--- config.mk ---
export PLATFORM = sky130hd
export DESIGN_NAME = mipi_stream_extractor
export DESIGN_NICKNAME = d
export VERILOG_FILES = /design/src/rtl/mipi_stream_extractor.sv
export SDC_FILE = /design/constraint.sdc
export NUM_CORES = 1
export LEC_CHECK = 0
export BUFFER_PORTS_ARGS = -buffer_cell sky130_fd_sc_hd__buf_2
export CAP_MARGIN = 15
export CORE_ASPECT_RATIO = 0.75
export CORE_MARGIN = 2
export CORE_UTILIZATION = 45
export DETAILED_ROUTE_END_ITERATION = 6
export GPL_TIMING_DRIVEN = 0
export PLACE_DENSITY = 0.62
export REMOVE_ABC_BUFFERS = 1
export SLEW_MARGIN = 5
export SYNTH_ARGS = -nofsm -noshare
export SYNTH_HDL_FRONTEND = slang
export SYNTH_SLANG_ARGS = --single-unit
--- constraint.sdc ---
create_clock -name clk -period 6.7 [get_ports clk]
set_input_delay 1.005 -clock clk [delete_from_list [all_inputs] [get_ports clk]]
set_output_delay 1.005 -clock clk [all_outputs]
set_load 0.02 [all_outputs]
--- src/rtl/mipi_stream_extractor.sv ---
// rtl/mipi_stream_extractor.sv - CSI-2 byte stream parser: filters one VC/DT and packs payload bytes into output words
module mipi_stream_extractor #(
  parameter int         OUT_BYTES = 2,
  parameter int         VC_SEL    = 0,
  parameter logic [7:0] DT_SEL    = 8'h2C,
  parameter int         EXP_WC    = 1280,
  parameter int         MAX_LINES = 1023,
  localparam int        LCW       = $clog2(MAX_LINES + 1)
) (
  input  logic                   clk,
  input  logic                   rst,
  input  logic [7:0]             mipi_data,
  input  logic                   mipi_data_valid,
  input  logic                   enable,
  output logic [8*OUT_BYTES-1:0] m_data,
  output logic                   m_valid,
  input  logic                   m_ready,
  output logic                   m_last,
  output logic                   m_sof,
  output logic                   frame_start,
  output logic                   line_done,
  output logic                   frame_done,
  output logic [15:0]            frame_number,
  output logic [LCW-1:0]         line_count,
  output logic                   err_wc,
  output logic                   err_short,
  output logic                   err_overflow
);

  localparam int             W         = 8 * OUT_BYTES;
  localparam logic [1:0]     LAST_LANE = 2'(OUT_BYTES - 1);
  localparam logic [LCW-1:0] LC_MAX    = LCW'(MAX_LINES);

  typedef enum logic [2:0] {S_SYNC, S_IDLE, S_HDR, S_PAYLOAD, S_SKIP} state_t;

  state_t         state_q, state_d;
  logic [1:0]     hdr_cnt_q, hdr_cnt_d;
  logic [7:0]     di_q, di_d;
  logic [15:0]    wc_q, wc_d;
  logic [15:0]    cnt_q, cnt_d;
  logic [1:0]     lane_q, lane_d;
  logic [W-1:0]   acc_q, acc_d;
  logic           sof_arm_q, sof_arm_d;
  logic           held_cur_q, held_cur_d;
  logic [W-1:0]   m_data_q, m_data_d;
  logic           m_valid_q, m_valid_d;
  logic           m_last_q, m_last_d;
  logic           m_sof_q, m_sof_d;
  logic           frame_start_q, frame_start_d;
  logic           line_done_q, line_done_d;
  logic           frame_done_q, frame_done_d;
  logic [15:0]    frame_number_q, frame_number_d;
  logic [LCW-1:0] line_count_q, line_count_d;
  logic           err_wc_q, err_wc_d;
  logic           err_short_q, err_short_d;
  logic           err_overflow_q, err_overflow_d;

  logic [W-1:0]   word_w, load_word;
  logic           load, load_last, line_end, short_tag;

  // A short packet that ends exactly on a word boundary has no partial word to
  // flush, so the word still held from this packet is tagged as the line end.
  assign short_tag = (state_q == S_PAYLOAD) && !mipi_data_valid && (lane_q == 2'd0)
                     && held_cur_q && m_valid_q;

  always_comb begin
    state_d        = state_q;
    hdr_cnt_d      = hdr_cnt_q;
    di_d           = di_q;
    wc_d           = wc_q;
    cnt_d          = cnt_q;
    lane_d         = lane_q;
    acc_d          = acc_q;
    sof_arm_d      = sof_arm_q;
    held_cur_d     = held_cur_q;
    m_data_d       = m_data_q;
    m_valid_d      = m_valid_q;
    m_last_d       = m_last_q;
    m_sof_d        = m_sof_q;
    frame_start_d  = 1'b0;
    line_done_d    = 1'b0;
    frame_done_d   = 1'b0;
    frame_number_d = frame_number_q;
    line_count_d   = line_count_q;
    err_wc_d       = err_wc_q;
    err_short_d    = err_short_q;
    err_overflow_d = err_overflow_q;
    load           = 1'b0;
    load_word      = '0;
    load_last      = 1'b0;
    line_end       = 1'b0;

    for (int i = 0; i < OUT_BYTES; i++) begin
      word_w[8*i +: 8] = (lane_q == 2'(i)) ? mipi_data : acc_q[8*i +: 8];
    end

    case (state_q)
      S_SYNC: if (!mipi_data_valid) state_d = S_IDLE;
      S_IDLE: begin
        if (mipi_data_valid) begin
          if (enable) begin
            di_d       = mipi_data;
            hdr_cnt_d  = 2'd1;
            held_cur_d = 1'b0;
            state_d    = S_HDR;
          end else begin
            state_d = S_SKIP;
          end
        end
      end
      S_HDR: begin
        if (!mipi_data_valid) begin
          state_d = S_IDLE;
        end else begin
          hdr_cnt_d = hdr_cnt_q + 2'd1;
          case (hdr_cnt_q)
            2'd1: wc_d[7:0]  = mipi_data;
            2'd2: wc_d[15:8] = mipi_data;
            default: begin
              // ECC byte: DI and WC are already registered, decide now.
              state_d = S_SKIP;
              if (di_q[7:6] == 2'(VC_SEL)) begin
                if (di_q[5:0] == 6'h00) begin
                  frame_start_d  = 1'b1;
                  frame_number_d = wc_q;
                  line_count_d   = '0;
                  sof_arm_d      = 1'b1;
                end else if (di_q[5:0] == 6'h01) begin
                  frame_done_d = 1'b1;
                end else if (di_q[5:0] == DT_SEL[5:0]) begin
                  if (wc_q != 16'(EXP_WC)) err_wc_d = 1'b1;
                  cnt_d  = '0;
                  lane_d = '0;
                  acc_d  = '0;
                  if (wc_q != 16'd0) state_d = S_PAYLOAD;
                end
              end
            end
          endcase
        end
      end
      S_PAYLOAD: begin
        if (mipi_data_valid) begin
          cnt_d = cnt_q + 16'd1;
          if (cnt_q == wc_q - 16'd1) begin
            load      = 1'b1;
            load_word = word_w;
            load_last = 1'b1;
            line_end  = 1'b1;
            acc_d     = '0;
            lane_d    = '0;
            state_d   = S_SKIP;
          end else if (lane_q == LAST_LANE) begin
            load      = 1'b1;
            load_word = word_w;
            acc_d     = '0;
            lane_d    = '0;
          end else begin
            acc_d  = word_w;
            lane_d = lane_q + 2'd1;
          end
        end else begin
          err_short_d = 1'b1;
          state_d     = S_IDLE;
          if (lane_q != 2'd0) begin
            load      = 1'b1;
            load_word = acc_q;
            load_last = 1'b1;
          end
        end
      end
      S_SKIP: if (!mipi_data_valid) state_d = S_IDLE;
      default: state_d = S_SYNC;
    endcase

    if (m_valid_q && m_ready) begin
      m_valid_d = 1'b0;
      m_last_d  = 1'b0;
      m_sof_d   = 1'b0;
    end else if (short_tag) begin
      m_last_d = 1'b1;
    end

    if (load) begin
      if (!m_valid_q || m_ready) begin
        m_valid_d  = 1'b1;
        m_data_d   = load_word;
        m_last_d   = load_last;
        m_sof_d    = sof_arm_q;
        sof_arm_d  = 1'b0;
        held_cur_d = 1'b1;
      end else begin
        err_overflow_d = 1'b1;
      end
    end

    if (line_end) begin
      line_done_d = 1'b1;
      if (line_count_q != LC_MAX) line_count_d = line_count_q + 1'b1;
    end
  end

  always_ff @(posedge clk) begin
    if (rst) begin
      state_q        <= S_SYNC;
      hdr_cnt_q      <= '0;
      di_q           <= '0;
      wc_q           <= '0;
      cnt_q          <= '0;
      lane_q         <= '0;
      acc_q          <= '0;
      sof_arm_q      <= 1'b0;
      held_cur_q     <= 1'b0;
      m_data_q       <= '0;
      m_valid_q      <= 1'b0;
      m_last_q       <= 1'b0;
      m_sof_q        <= 1'b0;
      frame_start_q  <= 1'b0;
      line_done_q    <= 1'b0;
      frame_done_q   <= 1'b0;
      frame_number_q <= '0;
      line_count_q   <= '0;
      err_wc_q       <= 1'b0;
      err_short_q    <= 1'b0;
      err_overflow_q <= 1'b0;
    end else begin
      state_q        <= state_d;
      hdr_cnt_q      <= hdr_cnt_d;
      di_q           <= di_d;
      wc_q           <= wc_d;
      cnt_q          <= cnt_d;
      lane_q         <= lane_d;
      acc_q          <= acc_d;
      sof_arm_q      <= sof_arm_d;
      held_cur_q     <= held_cur_d;
      m_data_q       <= m_data_d;
      m_valid_q      <= m_valid_d;
      m_last_q       <= m_last_d;
      m_sof_q        <= m_sof_d;
      frame_start_q  <= frame_start_d;
      line_done_q    <= line_done_d;
      frame_done_q   <= frame_done_d;
      frame_number_q <= frame_number_d;
      line_count_q   <= line_count_d;
      err_wc_q       <= err_wc_d;
      err_short_q    <= err_short_d;
      err_overflow_q <= err_overflow_d;
    end
  end

  assign m_data       = m_data_q;
  assign m_valid      = m_valid_q;
  assign m_last       = m_last_q | short_tag;
  assign m_sof        = m_sof_q;
  assign frame_start  = frame_start_q;
  assign line_done    = line_done_q;
  assign frame_done   = frame_done_q;
  assign frame_number = frame_number_q;
  assign line_count   = line_count_q;
  assign err_wc       = err_wc_q;
  assign err_short    = err_short_q;
  assign err_overflow = err_overflow_q;

endmodule

After elaboration in Yosys (flattened, before gate mapping)
Index checks and enable logic that the tools add are counted.
{ "word_totals": {"regBits": 116, "in_bits": 13, "output_inout_bits": 51, "elab_cells": 178} }
{ "classes": {"reduce_logical": 31, "n_addsub": 5, "bitwise": 8, "mux": 88, "n_eq_ne": 24} }
{ "op_table": {"columns": ["operator", "count"], "rows": [
  ["2-to-1 mux 16 bit", 15],
  ["2-to-1 mux 10 bit", 7],
  ["one-hot mux 16 bit (2 select lines)", 2],
  ["2-to-1 mux 3 bit", 12],
  ["2-to-1 mux 1 bit", 35],
  ["2-to-1 mux 2 bit", 12],
  ["inequality test 2 bit, second input constant", 10],
  ["adder 16 x 1 -> 16 bit, second input constant", 1],
  ["equality test 16 bit", 1],
  ["2-to-1 mux 8 bit", 2],
  ["inequality test 16 x 11 -> 1 bit, second input constant", 1],
  ["AND reduction 8 bit", 2],
  ["nonzero test 16 bit", 1],
  ["subtractor 16 x 1 -> 16 bit, second input constant", 1],
  ["one-hot mux 3 bit (4 select lines)", 1],
  ["adder 10 x 1 -> 10 bit, second input constant", 1],
  ["inequality test 10 bit, second input constant", 1],
  ["AND reduction 3 bit", 3],
  ["one-hot mux 2 bit (2 select lines)", 2],
  ["AND reduction 4 bit", 2],
  ["NOT 1 bit", 7],
  ["OR reduction 7 bit", 1],
  ["equality test 3 x 2 -> 1 bit, second input constant", 2],
  ["equality test 6 x 1 -> 1 bit, second input constant", 1],
  ["other kinds (20)", 33]
]} }

Longest topological paths before layout
Gate-level depths: netlist of run 1.
{ "logic_depth": {"ltp_word": 9, "depth_mapped": 12, "ltp_nobuf": 10} }

Least setup slack after synthesis of run 1
OpenSTA, ideal clock, no wires.
{ "synth_path": {"kind": "input port to flip-flop", "startpoint": "in mipi_data_valid", "endpoint": "reg frame_number_q[12] (netlist: frame_number[12])", "required_time_ns": 6.630, "n_path_buf": 3, "cell_stages": 8, "setup_ns": 0.070, "slack_ns": 3.949, "arrival_ns": 2.680, "cell_sequence": "clkbuf_1 nand2_1 nor3_1 and4_1 clkbuf_1 clkbuf_1 nand2_1 a21oi_1"} }
{ "synth_via": {"elab_chain_cells": 1} }
{ "synth_lines": {"columns": ["element", "line_no", "text"], "rows": [
  ["from (decl)", "13", "input logic mipi_data_valid,"],
  ["AND reduction 5 bit (no source line)", null, null],
  ["to (signal assigned)", "243", "frame_number_q <= frame_number_d;"],
  ["to (decl)", "52", "logic [15:0] frame_number_q, frame_number_d;"]
]} }
No other way between the ends.
A chain may end at the register's enable or synchronous reset.

Worst setup path in the final report of run 1
{ "layout_path": {"startpoint": "reg wc_q[1]", "endpoint": "reg m_data_q[7] (netlist: m_data[7])"} }
{ "layout_via": {"elab_chain_cells": 6, "elab_cells_between_ends": 9, "cone_classes": "add/sub (1); eq/ne (1); mux (6); reduce/logical (1)"} }
{ "layout_lines": {"columns": ["element", "line_no", "text"], "rows": [
  ["from (decl)", "39", "logic [15:0] wc_q, wc_d;"],
  ["from (signal assigned)", "230", "wc_q <= wc_d;"],
  ["subtractor 16 x 1 -> 16 bit *", "145", "if (cnt_q == wc_q - 16'd1) begin"],
  ["equality test 16 bit *", "145", null],
  ["2-to-1 mux 1 bit", "145", null],
  ["2-to-1 mux 1 bit", "143", "if (mipi_data_valid) begin"],
  ["2-to-1 mux 1 bit", "97", "case (state_q)"],
  ["AND reduction 2 bit (no source line)", null, null],
  ["to (signal assigned)", "236", "m_data_q <= m_data_d;"],
  ["to (decl)", "45", "logic [W-1:0] m_data_q, m_data_d;"]
]} }
Every way passes the cells marked *; elsewhere a longest branch is shown, timed or not.

==> results of run 1 <==
[cells by family (layout without fill, tap and decap cells)]
kind of cell | after synthesis | count (layout) | share of synthesized area, %
AOI/OAI and AO/OA | 128 | 128 | 16.6
xor gates and xnor gates | 43 | 43 | 6.83
adders and majority gates | 6 | 6 | 1.36
buffers and inverters | 54 | 107 | 4.29
DFF | 116 | 116 | 42.1
muxes | 13 | 13 | 2.41
and+or+nand+nor | 285 | 285 | 26.4
[placed cells by master (no fill, tap or decap), types with 8 or more instances in the layout]
cell                        netlist  layout
sky130_fd_sc_hd__a211oi_2        12      12
sky130_fd_sc_hd__nand4_1         13      13
sky130_fd_sc_hd__nand2_1         83      83
sky130_fd_sc_hd__buf_2            6      62
sky130_fd_sc_hd__a211oi_1         8       8
sky130_fd_sc_hd__and2_1          10      10
sky130_fd_sc_hd__a22o_1           8       8
sky130_fd_sc_hd__xor2_1          21      21
sky130_fd_sc_hd__nor2_1          83      83
sky130_fd_sc_hd__inv_1           11      11
sky130_fd_sc_hd__a22oi_1         16      16
sky130_fd_sc_hd__dfxtp_1        116     116
sky130_fd_sc_hd__xnor2_1         22      22
sky130_fd_sc_hd__mux2i_1         11      11
sky130_fd_sc_hd__nand3_1         30      30
sky130_fd_sc_hd__a21oi_1         43      43
sky130_fd_sc_hd__clkbuf_16        0      17
sky130_fd_sc_hd__nor3_1          17      16
sky130_fd_sc_hd__o21ai_0         11      11
[power groups by stage]
| stage | Clock (mW) | Sequential [mW] | Combinational [mW] |
|---|---|---|---|
| floorplan | 0 | 0.713 | 0.0287 |
| global placement | 0 | 0.714 | 0.0542 |
| detailed placement | 0 | 0.715 | 0.0560 |
| CTS | 1.02 | 0.700 | 0.0565 |
| global route | 1.05 | 0.701 | 0.0624 |
| finish | 1.01 | 0.700 | 0.0567 |
[synthesized netlist by cell type (4+ instances only)]
cell / instances / area, µm²
sky130_fd_sc_hd__nand2_1: 83 / 312
sky130_fd_sc_hd__a31oi_1: 7 / 43.8
sky130_fd_sc_hd__inv_1: 11 / 41.3
sky130_fd_sc_hd__a211oi_2: 12 / 150
sky130_fd_sc_hd__xor2_1: 21 / 184
sky130_fd_sc_hd__a22o_1: 8 / 70.1
sky130_fd_sc_hd__nor3_1: 17 / 85.1
sky130_fd_sc_hd__a211oi_1: 8 / 60.1
sky130_fd_sc_hd__nand3_1: 30 / 150
sky130_fd_sc_hd__mux2i_1: 11 / 110
sky130_fd_sc_hd__and2_1: 10 / 62.6
sky130_fd_sc_hd__nor2_1: 83 / 312
sky130_fd_sc_hd__xnor2_1: 22 / 193
sky130_fd_sc_hd__o211ai_1: 4 / 30.0
sky130_fd_sc_hd__and4_1: 5 / 43.8
sky130_fd_sc_hd__a21oi_1: 43 / 215
sky130_fd_sc_hd__nor3b_1: 4 / 30.0
sky130_fd_sc_hd__nand4_1: 13 / 81.3
sky130_fd_sc_hd__a22oi_1: 16 / 120
sky130_fd_sc_hd__ha_1: 6 / 75.1
sky130_fd_sc_hd__dfxtp_1: 116 / 2320
sky130_fd_sc_hd__buf_2: 6 / 30.0
sky130_fd_sc_hd__clkbuf_1: 32 / 120
sky130_fd_sc_hd__o21ai_0: 11 / 55.1
sky130_fd_sc_hd__nor4_1: 4 / 25.0
[through the flow]
stage                     cell area [µm²]  setup slack, ns
after global routing                 6500             2.69
final                                6500             3.06
after CTS                            6500             3.03
after floorplan                      5320             3.04
after global placement               5840             1.60
after detailed placement             5850             3.06
[worst register-to-register path: stages (launching register included)]
cell,delay [ns]
sky130_fd_sc_hd__dfxtp_1,0.42
sky130_fd_sc_hd__inv_1,0.13
sky130_fd_sc_hd__ha_1,0.23
sky130_fd_sc_hd__nor3b_1,0.37
sky130_fd_sc_hd__nand2_1,0.14
sky130_fd_sc_hd__o41ai_1,0.53
sky130_fd_sc_hd__and4_1,0.34
sky130_fd_sc_hd__nand4_4,0.20
sky130_fd_sc_hd__a21oi_4,0.83
sky130_fd_sc_hd__nor2_1,0.13
sky130_fd_sc_hd__a211oi_2,0.23
[worst paths after layout]
| check | from | to | slack (ns) | depth (start not counted) |
|---|---|---|---|---|
| min reg2reg | frame_number[9] | frame_number[9] | 0.45 | 2 |
| max | wc_q[1] | m_data[7] | 3.06 | 10 |
| min | frame_number[9] | frame_number[9] | 0.45 | 2 |
| max reg2reg | wc_q[1] | m_data[7] | 3.06 | 10 |
[sequential cells by signal, summed over array words and instances, names as in the netlist, 2 cells and up]
register	flops
m_data	16
acc_q	16
frame_number	16
cnt_q	16
lane_q	2
di_q	8
wc_q	16
line_count	10
state_q	3
hdr_cnt_q	2
[routing by layer]
metal | share of wire (%) | wire (µm) | GRT usage (%)
met1 | 49 | 6800 | 29.9
met2 | 43 | 5950 | 33.1
met3 | 6.4 | 875 | 5.45
met4 | 1.0 | 140 | 7.11
met5 | 0 | 0 | 0
[layout make-up]
type / count / share of cell area, %
multi-input combinational: 475 / 45.5
sequential: 116 / 35.7
clock buffer: 18 / 6.60
timing repair buffer: 64 / 5.00
clock inverter: 14 / 3.43
tap: 162 / 3.12
inverter: 11 / 0.635
==> Flow_metrics.wiki, run 1 <==
{| class="wikitable"
! Metric !! Value
|-
| Outcome || complete, no violations
|-
| Mapped Avg Cell Area || roughly 8.5 µm²
|-
| Final TNS setup || 0 ns
|-
| Number of buffers and inverters on the critical path || 1
|-
| Largest fanout on the critical path || 35
|-
| Detailed-router iteration count before antenna repair || 5
|-
| Top Family by Delay on Critical Path || compound AO/OA/AOI/OAI gates
|-
| Via/cell ratio || between 5 and 6
|-
| Maximum VDD drop || about 0.00018 V
|-
| Total core area || 11800 µm²
|-
| Number of design rule violations left after detail routing || 0
|-
| CTS-repair resized insts || 0
|-
| Total chip power || around 1.8 mW
|-
| Max Transition Viols Final || 0
|-
| Total of warnings raised by yosys || 0
|-
| Hold_buf cts || 0
|-
| Crit. End Element || flip-flop
|-
| Vertical extent of the die || 99.9 µm
|-
| Grt ovf || 0
|-
| Starting DRT DRC Count || 284
|-
| Number of vias after detailed routing || 4838
|-
| Asr flop ratio synth || 0%
|-
| H-tree Lvls || 4
|-
| Clock tree from TritonCTS || yes
|-
| Max cap viols || 0
|-
| Maximum single-stage delay on the critical path || 0.83 ns
|-
| Clock transition at path regs || 0.06 ns
|-
| Area growth from synthesis to layout || 18.0%
|-
| Final critical-path share of the clock period || between 50% and 60%
|-
| Data arrival time at the worst-slack endpoint || 3.96 ns
|-
| Register area share after synthesis || 42.1%
|-
| Fraction of final layout cells sized beyond drive strength 1 || ~18%
|-
| Data required time of the worst path || 7.02 ns
|-
| Number of buffers between clock root and the deepest sink || 2
|-
| Logic gate share of total power || 3.2%
|-
| Cell Count Post-Placement || 828
|-
| Internal portion of total power || 1.38 mW
|-
| Sw power || 387 µW
|-
| Worst hold-check slack || 0.447 ns
|-
| Part of the power in the clock network || 57.0%
|-
| Layout Nets || 704
|-
| Total of flip-flops plus latches after synthesis || 116
|-
| ANT nets after route || 0
|-
| Post-synth cell types || 63
|-
| HPWL reported at the end of detailed placement || 9460 µm
|-
| Worst slew pin tran || 1.02 ns
|-
| Die width || 132 µm
|-
| Area of the multi-input gates || 2960 µm²
|-
| Relative max-transition margin || 31.7%
|-
| Number of inserted diodes || 0
|-
| Post-Layout Cell Count || 860
|-
| Number of global-route vias before repair || 4437
|-
| Post-CTS Repair Setup Buffers || 0
|-
| Die Outline Area || 13200 µm²
|-
| # IOs || 64
|-
| Minimum clock period || 3.64 ns
|-
| Std-Cell Rows || 34
|-
| Largest net degree at the start of global routing || 85
|-
| Buffers added on ports || 63
|-
| Main flop type after synthesis || sky130_fd_sc_hd__dfxtp_1
|-
| Worst setup path category || reg -> reg
|-
| Hold crit path type || reg -> reg
|-
| Share of total power consumed by net switching || 21.9%
|-
| Number of hold violations in the final report || 0
|-
| Fin Clk Skew || between 0.007 and 0.008 ns
|-
| RD Place Congestion || between 0.9 and 1
|-
| Final Setup Violations || 0
|-
| Register area || about 2300 µm²
|-
| Clock tree sinks || 116
|-
| Latest clock arrival within the worst-skew pair || 0.41 ns
|-
| Routed wire length || 13800 µm
|-
| Cell area after synthesis || between 5000 and 6000 µm²
|-
| Starting density of the core || a little under half
|-
| Sequential share of power || ~40%
|-
| Initial antenna violation count || 0
|-
| Pwr per Cell Area || 271 nW/µm²
|-
| Filler cell count || 1068
|-
| Global-route wire length before repair || 22600 µm
|-
| Count of mapped cells out of synthesis || 645
|-
| Final design utilization || 55.2%
|-
| Setup repair after global routing missed its margin || false
|-
| Peak clock frequency supported by timing || 274 MHz
|-
| Number of synthesized flops with an enable pin || 0
|-
| Average wire length per cell after detail routing || 16.0 µm
|-
| Clock buffer count from CTS || 17
|-
| Type of origin of the critical path || flip-flop
|-
| Tot GR Track Use || 21.6%
|-
| Clock root cell || sky130_fd_sc_hd__clkbuf_16
|-
| P_leak || 2.54 nW
|-
| Chain of cells forming the critical path || inv_1 -> ha_1 -> nor3b_1 -> nand2_1 -> o41ai_1 -> and4_1 -> nand4_4 -> a21oi_4 -> nor2_1 -> a211oi_2
|-
| Slowest stage cell on the critical path || sky130_fd_sc_hd__a21oi_4
|}
No activity file was read; power rests on OpenSTA's default activity.
==> run 2, diff against run 1 <==
--- a/config.mk
+++ b/config.mk
@@ -12,7 +12,7 @@
 export CORE_UTILIZATION = 45
 export DETAILED_ROUTE_END_ITERATION = 6
 export GPL_TIMING_DRIVEN = 0
-export PLACE_DENSITY = 0.62
+export PLACE_DENSITY = 0.65
 export REMOVE_ABC_BUFFERS = 1
 export SLEW_MARGIN = 5
 export SYNTH_ARGS = -nofsm -noshare
==> constraint.sdc (replaced) <==
create_clock -name clk -period 3.1 [get_ports clk]
set_input_delay 0.465 -clock clk [delete_from_list [all_inputs] [get_ports clk]]
set_output_delay 0.465 -clock clk [all_outputs]
set_load 0.02 [all_outputs]
==> run 2 against run 1 <==
- non-clock buffer count up 5
- die area unchanged
- final area up 1.0%
- utilization up 0.57 points
- hold slack worse by 0.083 ns
- worst setup slack worse by 2.9 ns
- wire length up 2.5%
- via count up 1.4%
- sequential share of layout area down 0.35 points
- global-route usage up 0.45 points
- sequential power up 120%
- combinational power up 120%
==> Flow_metrics.wiki, run 2 (synthesis gave the netlist of run 1 again) <==
{| class="wikitable"
! Metric !! Value
|-
| Starting DRT DRC Count || 310
|-
| Grt ovf || 0
|-
| Latest clock arrival within the worst-skew pair || 0.42 ns
|-
| Worst slew pin tran || 1.01 ns
|-
| Cell Count Post-Placement || 828
|-
| Tot GR Track Use || 22.0%
|-
| Hold_buf cts || 0
|-
| Layout Nets || between 700 and 800
|-
| Die Outline Area || about 13000 µm²
|-
| Maximum single-stage delay on the critical path || 0.44 ns
|-
| ANT nets after route || 0
|-
| P_leak || roughly 2.6 nW
|-
| Minimum clock period || roughly 3.0 ns
|-
| Logic gate share of total power || ~3.7%
|-
| Register area || 2320 µm²
|-
| Hold crit path type || in -> reg
|-
| Clock tree from TritonCTS || yes
|-
| HPWL reported at the end of detailed placement || between 9000 and 10000 µm
|-
| Clock buffer count from CTS || 17
|-
| Sequential share of power || 44.6%
|-
| Clock transition at path regs || approximately 0.060 ns
|-
| Chain of cells forming the critical path || inv_1 -> ha_1 -> or3b_1 -> o311ai_1 -> o41ai_4 -> and4_2 -> and4_1 -> nand3_1 -> mux2_1 -> nor2_1
|-
| Clock tree sinks || roughly 120
|-
| Most common library cell in the layout ignoring fill and taps || sky130_fd_sc_hd__dfxtp_1
|-
| Final critical-path share of the clock period || 96.2%
|-
| Internal portion of total power || 2.56 mW
|-
| Die width || ~130 µm
|-
| Vertical extent of the die || 99.9 µm
|-
| Number of hold violations in the final report || 0
|-
| Data required time of the worst path || 3.44 ns
|-
| Slowest stage cell on the critical path || sky130_fd_sc_hd__or3b_1
|-
| Setup repair after global routing missed its margin || true
|-
| Number of buffers between clock root and the deepest sink || 2
|-
| Std-Cell Rows || 34
|-
| Max cap viols || 0
|-
| Average wire length per cell after detail routing || 16.3 µm
|-
| Peak clock frequency supported by timing || 335 MHz
|-
| Final Setup Violations || 0
|-
| Setup slack after placement || -0.499 ns
|-
| Share of total power consumed by net switching || 24.6%
|-
| Fraction of final layout cells sized beyond drive strength 1 || roughly 20%
|-
| Max Transition Viols Final || 0
|-
| Worst setup path category || reg -> reg
|-
| Largest net degree at the start of global routing || 85
|-
| Outcome || complete, no violations
|-
| Part of the power in the clock network || between 50 and 60%
|-
| Total core area || 11800 µm²
|-
| Number of vias after detailed routing || 4904
|-
| Pwr per Cell Area || between 500 and 600 nW/µm²
|-
| Post-Layout Cell Count || 866
|-
| Area of the multi-input gates || between 3000 and 4000 µm²
|-
| Routed wire length || 14100 µm
|-
| RD Place Congestion || between 0.9 and 1
|-
| Starting density of the core || 46.8%
|-
| Detailed-router iteration count before antenna repair || 5
|-
| H-tree Lvls || 4
|-
| Number of inserted diodes || 0
|-
| Relative max-transition margin || about a third
|-
| Data arrival time at the worst-slack endpoint || 3.32 ns
|-
| Number of global-route vias before repair || 4471
|-
| PnR worst setup slack || around 0.12 ns
|-
| Number of design rule violations left after detail routing || 0
|-
| Initial antenna violation count || 0
|-
| Clock root cell || sky130_fd_sc_hd__clkbuf_16
|-
| Fin Clk Skew || 0.0117 ns
|-
| Maximum VDD drop || 0.000433 V
|-
| Via/cell ratio || ~5.7
|-
| Global-route wire length before repair || 23100 µm
|-
| Crit. End Element || flip-flop
|-
| Type of origin of the critical path || flip-flop
|-
| Top library cells by usage in the layout, fill and taps aside || sky130_fd_sc_hd__dfxtp_1, sky130_fd_sc_hd__nand2_1, sky130_fd_sc_hd__nor2_1
|-
| Filler cell count || 1107
|-
| Sw power || 833 µW
|-
| Area growth from synthesis to layout || 19.2%
|-
| # IOs || 64
|-
| Largest fanout on the critical path || 7
|-
| Buffers added on ports || between 60 and 70
|}
run 2: cell count changes in the layout (fill, tap and decap cells not counted), moves of 2 or more:
cell / delta
sky130_fd_sc_hd__clkinv_2: +4
sky130_fd_sc_hd__bufinv_16: -5
sky130_fd_sc_hd__a21oi_4: +2
sky130_fd_sc_hd__buf_12: +2
sky130_fd_sc_hd__clkinvlp_4: +2
sky130_fd_sc_hd__a21oi_1: -2
sky130_fd_sc_hd__buf_4: +2
sky130_fd_sc_hd__nor4_4: +2
sky130_fd_sc_hd__nor3b_1: -2
run 2: worst paths after layout:
check / from / to / slack (ns) / depth (start not counted)
hold reg to reg: frame_number[13] / frame_number[13] / 0.45 / 2
setup reg to reg: wc_q[1] / line_count[7] / 0.12 / 10
hold / removal: mipi_data[5] / acc_q[5] / 0.36 / 2
setup / recovery: wc_q[1] / line_count[7] / 0.12 / 10
run 2: power groups by stage:
stage	sequential, mW	combinational (mW)	clock [mW]
after detailed placement	1.55	0.121	0
after floorplan	1.54	0.0620	0
after global placement	1.54	0.117	0
after global routing	1.51	0.137	1.86
final	1.51	0.125	1.75
after CTS	1.51	0.122	1.78
run 2: cell type report:
type                    count  area share (%)
clock inverters            15            1.64
inverters                  11           0.628
clock buffers              17            6.47
well taps                 162            3.09
flip-flops and latches    116            35.4
multi-input cells         476            46.8
repair buffers             69            5.96
run 2: worst max-delay path: cells and delay by family, from the launching register on:
kind / cells / cell delay, ns
flops: 1 / 0.41
compound gates: 2 / 0.58
simple gates: 5 / 1.21
buf+inv: 1 / 0.13
fa+ha+maj: 1 / 0.26
mux: 1 / 0.32
run 2: metrics by stage:
| stage | util (%) | cell area, µm² | hold WS [ns] | TNS, ns | total power [mW] |
|---|---|---|---|---|---|
| 2_1_floorplan | - | 5320 | 0.431 | -0.0980 | 1.60 |
| 3_3_place_gp | 49.5 | 5840 | 0.438 | -48.05 | 1.66 |
| 3_5_place_dp | 49.7 | 5850 | 0.442 | -8.53 | 1.67 |
| 4_1_cts | 55.0 | 6480 | 0.354 | 0 | 3.42 |
| 5_1_grt | 55.8 | 6570 | 0.370 | -1.32 | 3.51 |
| 6_report | 55.8 | 6570 | 0.364 | 0 | 3.39 |
run 2: timing repair:
action | CTS | global route
cloned | 1 | 0
pin swaps | 3 | 2
gates resized for setup | 7 | 13
endpoints found under the hold margin | 0 | 0
endpoints found under the setup margin | 19 | 43
buffers inserted | 3 | 2
run 2: layer usage:
layer	vias to the layer above	wire [µm]	global-route usage (%)	share of wire, %
met2	172	6190	32.8	44
met1	2325	6880	31.7	49
met5	-	0	0	0
li1	2392	-	-	-
met4	0	167	6.86	1.2
met3	15	883	5.30	6.3
